==> config.mk <==
export PLATFORM = sky130hd
export DESIGN_NAME = redmule_job_sched
export DESIGN_NICKNAME = d
export VERILOG_FILES = /design/src/rtl/redmule_job_sched_pkg.sv /design/src/rtl/redmule_job_fifo.sv /design/src/rtl/redmule_job_sched.sv
export SDC_FILE = /design/constraint.sdc
export NUM_CORES = 1
export LEC_CHECK = 0
export CAP_MARGIN = 25
export CORE_MARGIN = 2
export CORE_UTILIZATION = 54
export DETAILED_ROUTE_END_ITERATION = 8
export PLACE_DENSITY = 0.83
export RECOVER_POWER = 50
export SLEW_MARGIN = 10
export SYNTH_ARGS = -nofsm -noshare
export SYNTH_HDL_FRONTEND = slang
export SYNTH_HIERARCHICAL = 1
export SYNTH_SLANG_ARGS = --single-unit
==> constraint.sdc <==
create_clock -name clk_i -period 9.28 [get_ports clk_i]
set_input_delay 1.856 -clock clk_i [delete_from_list [all_inputs] [get_ports clk_i]]
set_output_delay 1.856 -clock clk_i [all_outputs]
set_load 0.1 [all_outputs]
==> src/rtl/redmule_job_sched_pkg.sv <==
// Shared types for the RedMulE job scheduler: FSM state encoding and queue entry layout.
package redmule_job_sched_pkg;

  function automatic int core_id_w(input int n_cores);
    return (n_cores > 1) ? $clog2(n_cores) : 1;
  endfunction

  localparam int DefNCores   = 8;
  localparam int DefJobWidth = 32;
  localparam int DefCoreIdW  = core_id_w(DefNCores);

  typedef enum logic [1:0] {
    IDLE,
    ISSUE,
    RUN,
    NOTIFY
  } sched_state_e;

  typedef struct packed {
    logic [DefCoreIdW-1:0]  core_id;
    logic [DefJobWidth-1:0] job;
  } sched_entry_t;

endpackage

==> src/rtl/redmule_job_fifo.sv <==
// Generic synchronous FIFO with soft clear; full/empty are registered from the next count.
module redmule_job_fifo #(
  parameter int DATA_W = 32,
  parameter int DEPTH  = 4,
  localparam int CntW  = $clog2(DEPTH + 1)
) (
  input  logic              clk_i,
  input  logic              rst_i,
  input  logic              clear_i,
  input  logic              push_i,
  input  logic [DATA_W-1:0] data_i,
  input  logic              pop_i,
  output logic [DATA_W-1:0] data_o,
  output logic              full_o,
  output logic              empty_o,
  output logic [CntW-1:0]   count_o
);

  localparam int AddrW = (DEPTH > 1) ? $clog2(DEPTH) : 1;

  logic [DATA_W-1:0] mem_q [DEPTH];
  logic [AddrW-1:0]  wr_q, wr_d, rd_q, rd_d;
  logic [CntW-1:0]   cnt_q, cnt_d;
  logic              full_q, empty_q;
  logic              do_push, do_pop;

  assign do_push = push_i && !full_q && !clear_i;
  assign do_pop  = pop_i && !empty_q && !clear_i;

  always_comb begin
    wr_d  = wr_q;
    rd_d  = rd_q;
    cnt_d = cnt_q;
    if (clear_i) begin
      wr_d  = '0;
      rd_d  = '0;
      cnt_d = '0;
    end else begin
      if (do_push) wr_d = wr_q + 1'b1;
      if (do_pop)  rd_d = rd_q + 1'b1;
      cnt_d = cnt_q + CntW'(do_push) - CntW'(do_pop);
    end
  end

  always_ff @(posedge clk_i or posedge rst_i) begin
    if (rst_i) begin
      wr_q    <= '0;
      rd_q    <= '0;
      cnt_q   <= '0;
      full_q  <= 1'b0;
      empty_q <= 1'b1;
    end else begin
      wr_q    <= wr_d;
      rd_q    <= rd_d;
      cnt_q   <= cnt_d;
      full_q  <= (cnt_d == CntW'(DEPTH));
      empty_q <= (cnt_d == '0);
    end
  end

  // Storage carries data only, so it needs no reset.
  always_ff @(posedge clk_i) begin
    if (do_push) mem_q[wr_q] <= data_i;
  end

  assign data_o  = mem_q[rd_q];
  assign full_o  = full_q;
  assign empty_o = empty_q;
  assign count_o = cnt_q;

endmodule

==> src/rtl/redmule_job_sched.sv <==
// Round-robin multi-core job scheduler serialising access to the RedMulE controller.
// Optional watchdog abort enabled by defining REDMULE_JOB_SCHED_WATCHDOG_EN.
module redmule_job_sched
  import redmule_job_sched_pkg::*;
#(
  parameter int N_CORES       = DefNCores,
  parameter int QUEUE_DEPTH   = 4,
  parameter int JobWidth      = DefJobWidth,
  parameter int TimeoutCycles = 65536,
  localparam int CoreIdW      = core_id_w(N_CORES)
) (
  input  logic                        clk_i,
  input  logic                        rst_i,
  input  logic                        clear_i,
  input  logic [N_CORES-1:0]          req_i,
  input  logic [N_CORES*JobWidth-1:0] job_i,
  output logic [N_CORES-1:0]          gnt_o,
  output logic                        start_o,
  input  logic                        start_ack_i,
  output logic [JobWidth-1:0]         job_o,
  output logic [CoreIdW-1:0]          core_id_o,
  input  logic                        done_i,
  output logic [N_CORES-1:0]          evt_o,
  output logic                        timeout_o,
  output logic                        busy_o,
  output logic                        full_o,
  output logic                        empty_o
);

  localparam int CntW   = $clog2(QUEUE_DEPTH + 1);
  localparam int EntryW = CoreIdW + JobWidth;
  localparam logic [CntW-1:0] DepthCnt = CntW'(QUEUE_DEPTH);

  sched_state_e        state_q;
  logic [CoreIdW-1:0]  rr_q, core_q, gnt_idx, rr_next;
  logic [JobWidth-1:0] job_q, gnt_job;
  logic [N_CORES-1:0]  gnt, evt_q;
  logic                start_q, found, fifo_pop, fifo_full, fifo_empty, wd_hit;
  logic [CntW-1:0]     fifo_cnt;
  logic [EntryW-1:0]   push_data, head;

  // Two passes: first requesters at or above the pointer, then wrap to the low indices.
  always_comb begin
    gnt     = '0;
    gnt_idx = '0;
    gnt_job = '0;
    found   = 1'b0;
    if (!clear_i && (fifo_cnt < DepthCnt)) begin
      for (int i = 0; i < N_CORES; i++) begin
        if (!found && req_i[i] && (CoreIdW'(i) >= rr_q)) begin
          found   = 1'b1;
          gnt[i]  = 1'b1;
          gnt_idx = CoreIdW'(i);
          gnt_job = job_i[i*JobWidth +: JobWidth];
        end
      end
      for (int i = 0; i < N_CORES; i++) begin
        if (!found && req_i[i]) begin
          found   = 1'b1;
          gnt[i]  = 1'b1;
          gnt_idx = CoreIdW'(i);
          gnt_job = job_i[i*JobWidth +: JobWidth];
        end
      end
    end
  end

  assign rr_next   = (gnt_idx == CoreIdW'(N_CORES - 1)) ? '0 : gnt_idx + 1'b1;
  assign push_data = {gnt_idx, gnt_job};
  assign fifo_pop  = (state_q == IDLE) && (fifo_cnt != '0) && !clear_i;

  redmule_job_fifo #(
    .DATA_W(EntryW),
    .DEPTH (QUEUE_DEPTH)
  ) i_fifo (
    .clk_i  (clk_i),
    .rst_i  (rst_i),
    .clear_i(clear_i),
    .push_i (found),
    .data_i (push_data),
    .pop_i  (fifo_pop),
    .data_o (head),
    .full_o (fifo_full),
    .empty_o(fifo_empty),
    .count_o(fifo_cnt)
  );

`ifdef REDMULE_JOB_SCHED_WATCHDOG_EN
  localparam int WdW = (TimeoutCycles > 2) ? $clog2(TimeoutCycles) : 1;
  localparam logic [WdW-1:0] WdLast = WdW'(TimeoutCycles - 1);
  logic [WdW-1:0] wd_q;
  // A completion arriving on the last watchdog cycle takes precedence over the abort.
  assign wd_hit = (state_q == RUN) && (wd_q == WdLast) && !done_i && !clear_i;
`else
  logic unused_timeout_cfg;
  assign unused_timeout_cfg = (TimeoutCycles > 0);
  assign wd_hit = 1'b0;
`endif

  always_ff @(posedge clk_i or posedge rst_i) begin
    if (rst_i) begin
      state_q <= IDLE;
      rr_q    <= '0;
      job_q   <= '0;
      core_q  <= '0;
      start_q <= 1'b0;
      evt_q   <= '0;
`ifdef REDMULE_JOB_SCHED_WATCHDOG_EN
      wd_q    <= '0;
`endif
    end else if (clear_i) begin
      state_q <= IDLE;
      rr_q    <= '0;
      start_q <= 1'b0;
      evt_q   <= '0;
    end else begin
      if (found) rr_q <= rr_next;
      evt_q <= '0;
      unique case (state_q)
        IDLE: begin
          if (fifo_cnt != '0) begin
            job_q   <= head[JobWidth-1:0];
            core_q  <= head[EntryW-1 -: CoreIdW];
            start_q <= 1'b1;
            state_q <= ISSUE;
          end
        end
        ISSUE: begin
          if (start_ack_i) begin
            start_q <= 1'b0;
            state_q <= RUN;
`ifdef REDMULE_JOB_SCHED_WATCHDOG_EN
            wd_q    <= '0;
`endif
          end
        end
        RUN: begin
          if (done_i || wd_hit) begin
            evt_q[core_q] <= 1'b1;
            state_q       <= NOTIFY;
          end
`ifdef REDMULE_JOB_SCHED_WATCHDOG_EN
          else begin
            wd_q <= wd_q + 1'b1;
          end
`endif
        end
        NOTIFY:  state_q <= IDLE;
        default: state_q <= IDLE;
      endcase
    end
  end

  assign gnt_o     = gnt;
  assign start_o   = start_q;
  assign job_o     = job_q;
  assign core_id_o = core_q;
  assign evt_o     = evt_q;
  assign timeout_o = wd_hit;
  assign busy_o    = (state_q != IDLE) || (fifo_cnt != '0);
  assign full_o    = fifo_full;
  assign empty_o   = fifo_empty;

endmodule

# ---- Word-level counts from Yosys, hierarchy flattened
# Memory sizes are Yosys's and may differ from the RTL's. A register that Yosys moved wholly into a read port is not among the register bits.
# Cells that the tools add are included.
dict set report totals {
  register_bits 23
  mem_count 1
  ram_bits 140
  out_inout_bits 56
  inputBits 269
}
# memory depth width rd rd_ports_with_merged_regs wr line_no
set memory_table {}
lappend memory_table {i_fifo.mem_q 4 35 1 1 1 redmule_job_fifo.sv:21} ;# logic [DATA_W-1:0] mem_q [DEPTH];
dict set report classes {
  bitwise 1
  n_eq_ne 8
  add_sub_neg 5
  mux 105
  order_cmp 11
  reduce_logical 61
}
# operator count
set ops {}
lappend ops {{two-way mux 32 bit} 17}
lappend ops {{two-way mux 3 bit} 19}
lappend ops {{two-way mux 1 bit} 54}
lappend ops {{two-way mux 8 bit} 4}
lappend ops {{logical AND 1 bit} 31}
lappend ops {{zero test 1 bit} 18}
lappend ops {{two-way mux 2 bit} 8}
lappend ops {{>= comparator 3 bit, first input constant} 4}
lappend ops {{AND reduction 3 bit} 3}
lappend ops {{one-hot mux 2 bit (4 select lines)} 1}
lappend ops {{nonzero test 2 bit} 4}
lappend ops {{equality test 3 bit, second input constant} 2}
lappend ops {{>= comparator 1 x 3 -> 1 bit, first input constant} 2}
lappend ops {{>= comparator 2 x 3 -> 1 bit, first input constant} 2}
lappend ops {{!= test 3 bit, second input constant} 2}
lappend ops {{nonzero test 3 bit} 2}
lappend ops {{adder 2 x 1 -> 2 bit, second input constant} 2}
lappend ops {{equality test 2 bit, second input constant} 2}
lappend ops {{less-than comparator 3 x 4 -> 1 bit, second input constant} 1}
lappend ops {{adder 3 x 1 -> 3 bit} 1}
lappend ops {{adder 3 x 1 -> 3 bit, second input constant} 1}
lappend ops {{demux 1 bit (select 3 bit)} 1}
lappend ops {{>= comparator 3 x 1 -> 1 bit, second input constant} 1}
lappend ops {{zero test 3 bit} 1}
lappend ops {{other kinds (8)} 8}

# ---- Longest topological paths before layout
# Gate-level depths: netlist of run 1.
dict set report depth {
  word_depth 77
  ltp_mapped 17
  ltp_nobuf 15
}

# ---- Modules after synthesis
# The synthesis of run 1 kept the hierarchy.
# mod cells_per_inst instances area_each_um2
set modules_own_cells {}
lappend modules_own_cells {redmule_job_sched 1043 1 7220.7}
lappend modules_own_cells {redmule_job_fifo 232 1 5624.1}

# ---- Least setup slack after synthesis of run 1
# No wires, ideal clock.
dict set report synth_path {
  path_type {in2out}
  from {in req_i[3]}
  to {out gnt_o[6]}
  arrival_time_ns 4.805
  path_stages 9
  slack_ns 2.619
  n_path_buf 4
  t_required_ns 7.424
  path_cell_list {buf_2 > nand2b_1 > buf_2 > o21a_2 > nand2b_4 > or4_1 > clkbuf_1 > clkbuf_1 > a21oi_1}
}
dict set report synth_via {
  elab_chain_len 52
  word_cells_on_any_way 53
}
# element line_no
set synth_rtl {}
lappend synth_rtl {{from (decl)} redmule_job_sched.sv:15} ;# input logic [N_CORES-1:0] req_i,
lappend synth_rtl {{logical AND 1 bit (2 in series)} redmule_job_sched.sv:50} ;# if (!found && req_i[i] && (CoreIdW'(i) >= rr_q)) begin
lappend synth_rtl {{two-way mux 1 bit} redmule_job_sched.sv:50}
lappend synth_rtl {{two-way mux 1 bit} redmule_job_sched.sv:48} ;# if (!clear_i && (fifo_cnt < DepthCnt)) begin
lappend synth_rtl {{zero test 1 bit} redmule_job_sched.sv:50}
lappend synth_rtl {{logical AND 1 bit (2 in series)} redmule_job_sched.sv:50}
lappend synth_rtl {{two-way mux 1 bit} redmule_job_sched.sv:50}
lappend synth_rtl {{two-way mux 1 bit} redmule_job_sched.sv:48}
lappend synth_rtl {{zero test 1 bit} redmule_job_sched.sv:50}
lappend synth_rtl {{[... 34 more ...]} -}
lappend synth_rtl {{zero test 1 bit} redmule_job_sched.sv:58} ;# if (!found && req_i[i]) begin
lappend synth_rtl {{logical AND 1 bit} redmule_job_sched.sv:58}
lappend synth_rtl {{two-way mux 1 bit} redmule_job_sched.sv:58}
lappend synth_rtl {{two-way mux 1 bit} redmule_job_sched.sv:48}
lappend synth_rtl {{zero test 1 bit} redmule_job_sched.sv:58}
lappend synth_rtl {{logical AND 1 bit} redmule_job_sched.sv:58}
lappend synth_rtl {{two-way mux 1 bit *} redmule_job_sched.sv:58}
lappend synth_rtl {{two-way mux 8 bit *} redmule_job_sched.sv:48}
lappend synth_rtl {{to (decl)} redmule_job_sched.sv:17} ;# output logic [N_CORES-1:0] gnt_o,
# Every way passes the cells marked *; elsewhere a longest branch is shown, timed or not. The select of a mux whose other input is x is not followed.

# ---- Worst setup path in the final report of run 1
dict set report layout_path {
  from {in req_i[2]}
  to {out gnt_o[6]}
}
dict set report layout_via {
  elab_chain_len 57
  word_cells_on_any_way 58
}
# element line_no
set layout_rtl {}
lappend layout_rtl {{logical AND 1 bit (2 in series)} redmule_job_sched.sv:50}
lappend layout_rtl {{two-way mux 1 bit} redmule_job_sched.sv:50}
lappend layout_rtl {{two-way mux 1 bit} redmule_job_sched.sv:48}
lappend layout_rtl {{zero test 1 bit} redmule_job_sched.sv:50}
lappend layout_rtl {{logical AND 1 bit (2 in series)} redmule_job_sched.sv:50}
lappend layout_rtl {{two-way mux 1 bit} redmule_job_sched.sv:50}
lappend layout_rtl {{two-way mux 1 bit} redmule_job_sched.sv:48}
lappend layout_rtl {{zero test 1 bit} redmule_job_sched.sv:50}
lappend layout_rtl {{[... 39 more ...]} -}
lappend layout_rtl {{zero test 1 bit} redmule_job_sched.sv:58}
lappend layout_rtl {{logical AND 1 bit} redmule_job_sched.sv:58}
lappend layout_rtl {{two-way mux 1 bit} redmule_job_sched.sv:58}
lappend layout_rtl {{two-way mux 1 bit} redmule_job_sched.sv:48}
lappend layout_rtl {{zero test 1 bit} redmule_job_sched.sv:58}
lappend layout_rtl {{logical AND 1 bit} redmule_job_sched.sv:58}
lappend layout_rtl {{two-way mux 1 bit *} redmule_job_sched.sv:58}
lappend layout_rtl {{two-way mux 8 bit *} redmule_job_sched.sv:48}
# Marks and branches as above.

==> results of run 1 <==
[critical path, cell delays in order]
cell           delay (ps)
dlygate4sd3_1         800
a21bo_2               340
o21a_1                910
nand2b_4              590
or4_1                 670
a21oi_1               260
buf_4                 350
[flip-flops by register name, summed over array words and instances (netlist names), 2 cells and up]
register,count
i_fifo/mem_q,140
state_q,2
job_o,32
i_fifo/rd_q,2
i_fifo/wr_q,2
i_fifo/count_o,3
rr_q,3
core_id_o,3
evt_o,8
[layer usage]
layer,track usage,vias to the layer above,share of wire
met3,0.129,398,0.14
met4,0.237,0,0.073
li1,-,5518,-
met5,0,-,0
met1,0.573,6535,0.34
met2,0.732,1511,0.45
[synth_stat cells (7+ instances only)]
cell         n
edfxtp_1   140
nand3_1    124
nand2_1    112
nor2_1     105
clkbuf_1    67
dfrtp_1     57
nor4_1      47
a21oi_1     46
mux2_2      35
o21ai_0     32
o221ai_1    32
nor3_1      30
a21o_1      29
buf_2       29
a22o_1      28
mux4_2      28
o2111ai_1   26
inv_1       25
a22oi_1     22
a41oi_1     20
o21a_1      17
nor2b_1     16
buf_1       12
and2_1      11
ha_1        11
nand4_1     11
a32oi_1     10
and3_1      10
a211oi_1     9
buf_4        7
mux4_1       7
nand2b_1     7
o31ai_1      7
[cell usage in the layout, fill, tap and decap left out, types with 7 or more instances in the layout]
cell and instances:
nand2b_1 7, mux2_1 8, a22oi_1 22, clkbuf_16 17, o221ai_1 32, clkdlybuf4s50_1 262
nor3_1 30, edfxtp_1 140, nand4_1 11, inv_1 25, mux4_1 7, a21oi_1 45
buf_4 37, a32oi_1 10, a41oi_1 20, mux4_2 28, dfrtp_1 56, nor2b_1 14
a21o_1 29, nand2_1 112, o31ai_1 7, o21ai_0 32, nand3_1 124, nor2_1 105
ha_1 11, nor4_1 47, mux2_2 27, and2_1 11, a211oi_1 9, o2111ai_1 26
and3_1 10, dlygate4sd3_1 51, a22o_1 28, o21a_1 18
[layout make-up]
type	count	area, um^2
inverter	25	93.8
sequential	198	5660
multi-input combinational	931	6550
fill	1595	6560
clock inverter	15	211
tap	319	399
clock buffer	17	425
antenna	2	5.00
timing repair buffer	361	3500
[power breakdown]
group / internal (mW) / leakage [nW] / total [mW] / switching [mW]
logic: 0.661 / 3.65 / 2.28 / 1.62
registers: 1.17 / 2.03 / 1.30 / 0.130
clock network: 0.378 / 0.306 / 0.771 / 0.393
[path summary, 6_finish.rpt]
check | end | slack (ps)
setup / recovery | gnt_o[6] | 1620
hold / removal | job_o[6] | 510
setup reg to reg | i_fifo/full_o | 3400
hold reg to reg | job_o[6] | 510
max in group asynchronous | job_o[15] | 4900
min in group asynchronous | i_fifo/count_o[1] | 1850
[metrics by stage]
stage                     power [mW]  hold slack [ps]  std cells  cell area (um^2)
after floorplan                 2.77              537       1275             12800
after global placement          3.41              490       1830             16200
after detailed placement        3.49              496       1831             16200
after CTS                       4.28              521       1863             16800
after global routing            4.45              524       1866             16800
final                           4.36              512       1868             16800
[cells by family after synthesis]
logic type | count (synthesis)
AO/OA/AOI/OAI | 335
flip-flops | 198
XOR/XNOR | 6
AND/OR/NAND/NOR | 503
buffers and inverters | 146
multiplexers | 74
adder cells (fa/ha/maj) | 12
other | 1
==> results.sh, run 1 <==
export IMPL_outcome="complete, but fails checks"
export IMPL_violations="capacitance limit, slew limit"
export IMPL_die_width_um=158
export IMPL_die_area_mm2=0.0250
export IMPL_routedWlPerCell_um=31.9
export IMPL_async_reset_ff_frac=0.293
export IMPL_synthMuxAreaShare=0.0972
export IMPL_drv_slew=128
export IMPL_setup_viol=0
export IMPL_wl_mm=59.6
export IMPL_synth_area_mm2=0.0128
export IMPL_hpwl_mm=39.5
export IMPL_io_buffers=323
export IMPL_leakage_nw=5.99
export IMPL_reg2reg_from="rr_q[2]"
export IMPL_ir_drop_uv=220
export IMPL_power_density_mw_per_mm2=259
export IMPL_vias=14000
export IMPL_cts_tree="done"
export IMPL_fp_dieH_um=158
export IMPL_fin_crit_sh=0.826
export IMPL_numCtsBuffers=17
export IMPL_hold_viol_final=0
export IMPL_syn_to_final_growth_pct=31.1
export IMPL_synth_edf_count=140
export IMPL_skew_ps=14.4
export IMPL_reg2reg_depth=14
export IMPL_drt_iter0_markers=2502
export IMPL_yosys_register_bits=198
export IMPL_worst_pin_slew_ps=2430
export IMPL_grt_max_degree=51
export IMPL_synth_top_area_frac=0.327
export IMPL_syn_num_nets=1556
export IMPL_cts_max_level=4
export IMPL_post_place_ws_ps=2220
export IMPL_crit_start="req_i[2]"
export IMPL_drt_first_pass_iters=7
export IMPL_nets=1815
export IMPL_antenna_left=0
export IMPL_rsz0062_at_grt="false"
export IMPL_cp_max_fo=42
export IMPL_yosysWarnings=6
export IMPL_crit_arrival_ps=5810
export IMPL_grt_pass1_vias=13300
export IMPL_postCtsHoldBufs=0
export IMPL_critPathLaunchType="primary input"
export IMPL_grt_use_total=0.460
export IMPL_synth_main_ff_cell="edfxtp_1"
export IMPL_crit_type="primary input to output port"
export IMPL_clk_pin_slew_ps=80
export IMPL_synth_area_leaders="edfxtp_1 (33%), dfrtp_1 (11%), mux4_2 (4.9%)"
export IMPL_post_cts_buffers=0
export IMPL_synth_adder_area_share=0.0123
export IMPL_fin_crit_ps=7660
export IMPL_synthSimpleGateAreaFrac=0.195
export IMPL_synth_top_area_cell="edfxtp_1"
export IMPL_coreArea_mm2=0.0234
export IMPL_synth_area_per_cell_um2=10.1
export IMPL_antenna_found_initial=1
export IMPL_syn_inst=1275
export IMPL_cp_end_kind="output port"
export IMPL_post_route_cells_drive_above_1_share=0.103
export IMPL_crit_required_ps=7420
export IMPL_fin_util=0.720
export IMPL_min_path_type="register to register"
export IMPL_fmax_ghz=0.131
export IMPL_clock_path_buffers=2
export IMPL_fin_tns_setup_ps=0
export IMPL_clk_latency_ps=440
export IMPL_place_gp_congestion=1.03
export IMPL_start_util=0.549
export IMPL_maxCapViolations=4
export IMPL_synth_top_family_by_area="compound AO/OA/AOI/OAI gates"
export IMPL_post_route_drc_count=0
export IMPL_post_drt_via_cell_ratio=7.47
export IMPL_synth_compound_area_share=0.198
export IMPL_min_delay_start="job_o[6]"
export IMPL_fin_ws_ps=1620
export IMPL_ys_seq_area_frac=0.440
export IMPL_max_slew_margin=-0.619
export IMPL_rows=56
export IMPL_gr_total_overflow=0
export IMPL_cts_resized=0
export IMPL_synth_cell_types=83
export IMPL_cts_root_buf="clkbuf_16"
export IMPL_holdPathStages=1
export IMPL_ioPinCount=325
export IMPL_synth_xor_area_frac=0.00409
export IMPL_grt_pass1_wl_mm=84.4
export IMPL_clkSinkCount=198
No activity file was read; power rests on OpenSTA's default activity.
==> run 2, diff against run 1 <==
--- a/config.mk
+++ b/config.mk
@@ -7,9 +7,9 @@
 export LEC_CHECK = 0
 export CAP_MARGIN = 25
 export CORE_MARGIN = 2
-export CORE_UTILIZATION = 54
+export CORE_UTILIZATION = 50
 export DETAILED_ROUTE_END_ITERATION = 8
-export PLACE_DENSITY = 0.83
+export PLACE_DENSITY = 0.77
 export RECOVER_POWER = 50
 export SLEW_MARGIN = 10
 export SYNTH_ARGS = -nofsm -noshare
==> constraint.sdc (replaced) <==
create_clock -name clk_i -period 7.7 [get_ports clk_i]
set_input_delay 1.54 -clock clk_i [delete_from_list [all_inputs] [get_ports clk_i]]
set_output_delay 1.54 -clock clk_i [all_outputs]
set_load 0.1 [all_outputs]
==> results.sh, run 2 (same netlist as run 1, synthesis figures left out) <==
export IMPL_outcome="complete, but fails checks"
export IMPL_violations="capacitance limit, slew limit"
export IMPL_fin_util=0.672
export IMPL_final_common_cell="clkdlybuf4s50_1"
export IMPL_coreArea_mm2=0.0252
export IMPL_grt_pass1_vias=12600
export IMPL_cp_slowest_stage_delay_ps=1300
export IMPL_drt_first_pass_iters=8
export IMPL_clk_latency_ps=430
export IMPL_fin_tns_setup_ps=0
export IMPL_cts_resized=0
export IMPL_postCtsHoldBufs=0
export IMPL_ir_drop_uv=341
export IMPL_min_delay_start="job_o[21]"
export IMPL_fp_dieH_um=164
export IMPL_critPathLaunchType="primary input"
export IMPL_max_slew_margin=-0.853
export IMPL_largest_reg_flops=140
export IMPL_die_area_mm2=0.0270
export IMPL_cp_end_kind="output port"
export IMPL_cts_root_buf="clkbuf_16"
export IMPL_place_gp_congestion=1.05
export IMPL_grt_max_degree=50
export IMPL_cts_tree="done"
export IMPL_worst_pin_slew_ps=2780
export IMPL_leakage_nw=6.01
export IMPL_gr_total_overflow=0
export IMPL_critPathTopFamily="compound AO/OA/AOI/OAI gates"
export IMPL_drv_slew=147
export IMPL_crit_type="primary input to output port"
export IMPL_rsz0062_at_grt="false"
export IMPL_post_place_ws_ps=1510
export IMPL_fin_crit_ps=7030
export IMPL_clkSinkCount=198
export IMPL_die_width_um=164
export IMPL_whs_endpoint="job_o[21]"
export IMPL_dpl_cell_area_mm2=0.0163
export IMPL_fmax_ghz=0.142
export IMPL_cp_max_fo=22
export IMPL_hold_viol_final=0
export IMPL_post_route_drc_count=0
export IMPL_grt_use_total=0.392
export IMPL_numCtsBuffers=17
export IMPL_p_total_mw=5.09
export IMPL_path_cells="dlygate4sd3_1, a22oi_1, and2_0, nand3_1, buf_4, a21oi_1, buf_12"
export IMPL_routedWlPerCell_um=28.5
export IMPL_rows=58
export IMPL_power_density_mw_per_mm2=301
export IMPL_clock_path_buffers=2
export IMPL_antennaDiodeCount=0
export IMPL_grt_pass1_wl_mm=78.1
export IMPL_path_buf_inv=3
export IMPL_hpwl_mm=37.6
export IMPL_top_register="i_fifo/mem_q"
export IMPL_ioPinCount=325
export IMPL_crit_arrival_ps=5490
export IMPL_io_buffers=323
export IMPL_wl_mm=53.7
export IMPL_nets=1821
export IMPL_post_cts_buffers=0
export IMPL_clk_pin_slew_ps=70
export IMPL_min_path_type="register to register"
export IMPL_vias=13200
export IMPL_antenna_left=0
export IMPL_reg2reg_from="rr_q[1]"
export IMPL_rrSetupSlack_ps=1480
export IMPL_syn_to_final_growth_pct=31.6
export IMPL_mostFrequentLayoutCells="clkdlybuf4s50_1 (262), edfxtp_1 (140), nand3_1 (124), nand2_1 (112), nor2_1 (104)"
export IMPL_cts_max_level=4
export IMPL_fin_area_mm2=0.0169
export IMPL_maxCapViolations=4
export IMPL_fin_crit_sh=0.913
export IMPL_fin_ws_ps=668
export IMPL_post_route_cells_drive_above_1_share=0.112
export IMPL_antenna_found_initial=0
export IMPL_drt_iter0_markers=2496
export IMPL_start_util=0.510
export IMPL_setup_viol=0
export IMPL_crit_required_ps=6160
export IMPL_critPathSlowestCell="a22oi_1"
export IMPL_reg2reg_depth=9
export IMPL_skew_ps=10.3
export IMPL_r2r_end="i_fifo/mem_q[2][22]"
export IMPL_post_drt_via_cell_ratio=6.99
export IMPL_holdPathStages=1
-- run 2: cell count changes in the layout (fill, tap and decap cells not counted), moves of 3 or more --
cell	change
mux2_1	-6
mux2_2	+6
buf_12	+5
clkinv_8	-4
inv_12	-4
inv_6	+4
buf_4	+3
-- run 2: through the flow --
| stage | hold slack [ps] | instances |
|---|---|---|
| 2_1_floorplan | 537 | 1275 |
| 3_3_place_gp | 489 | 1849 |
| 3_5_place_dp | 496 | 1850 |
| 4_1_cts | 513 | 1882 |
| 5_1_grt | 526 | 1883 |
| 6_report | 507 | 1883 |
-- run 2: how the worst max path moves through the flow --
stage                  start       endpoint  depth (start not counted)
floorplan           req_i[3]       gnt_o[6]                          9
CTS                 req_i[6]       gnt_o[3]                          9
global route        req_i[6]       gnt_o[3]                          9
global placement    req_i[6]       gnt_o[3]                          9
detailed placement  req_i[6]  i_fifo/full_o                         14
finish              req_i[6]       gnt_o[2]                          7
-- run 2: report_power, final --
group          total, mW  switching (mW)  internal (mW)
registers           1.54           0.129           1.42
clock network      0.894           0.414          0.480
logic               2.65            1.85          0.796
total               5.09            2.40           2.69
-- run 2: routing by layer --
metal  up-vias  track usage  wire length (um)
met5         -            0                 0
met4         0        0.149              2360
met3       230       0.0962              7120
met2      1224        0.612             24300
met1      6196        0.528             20000
li1       5517            -                 -
-- run 2: layout make-up --
type,instances,area (um^2)
inverters,25,93.8
clock buffers,18,450
well taps,330,413
flip-flops and latches,198,5660
repair buffers,367,3590
multi-input cells,931,6550
clock inverters,14,154
fillers,1901,8270
-- run 2: worst reg2reg max path: stages (launching register included) --
cell and delay, ps:
dfrtp_1 780, nor2_2 290, a22oi_1 1280, nand2_1 440, buf_4 320, nor4_1 390
clkbuf_1 1400, a211oi_1 380, nor4_1 350, a22o_1 380
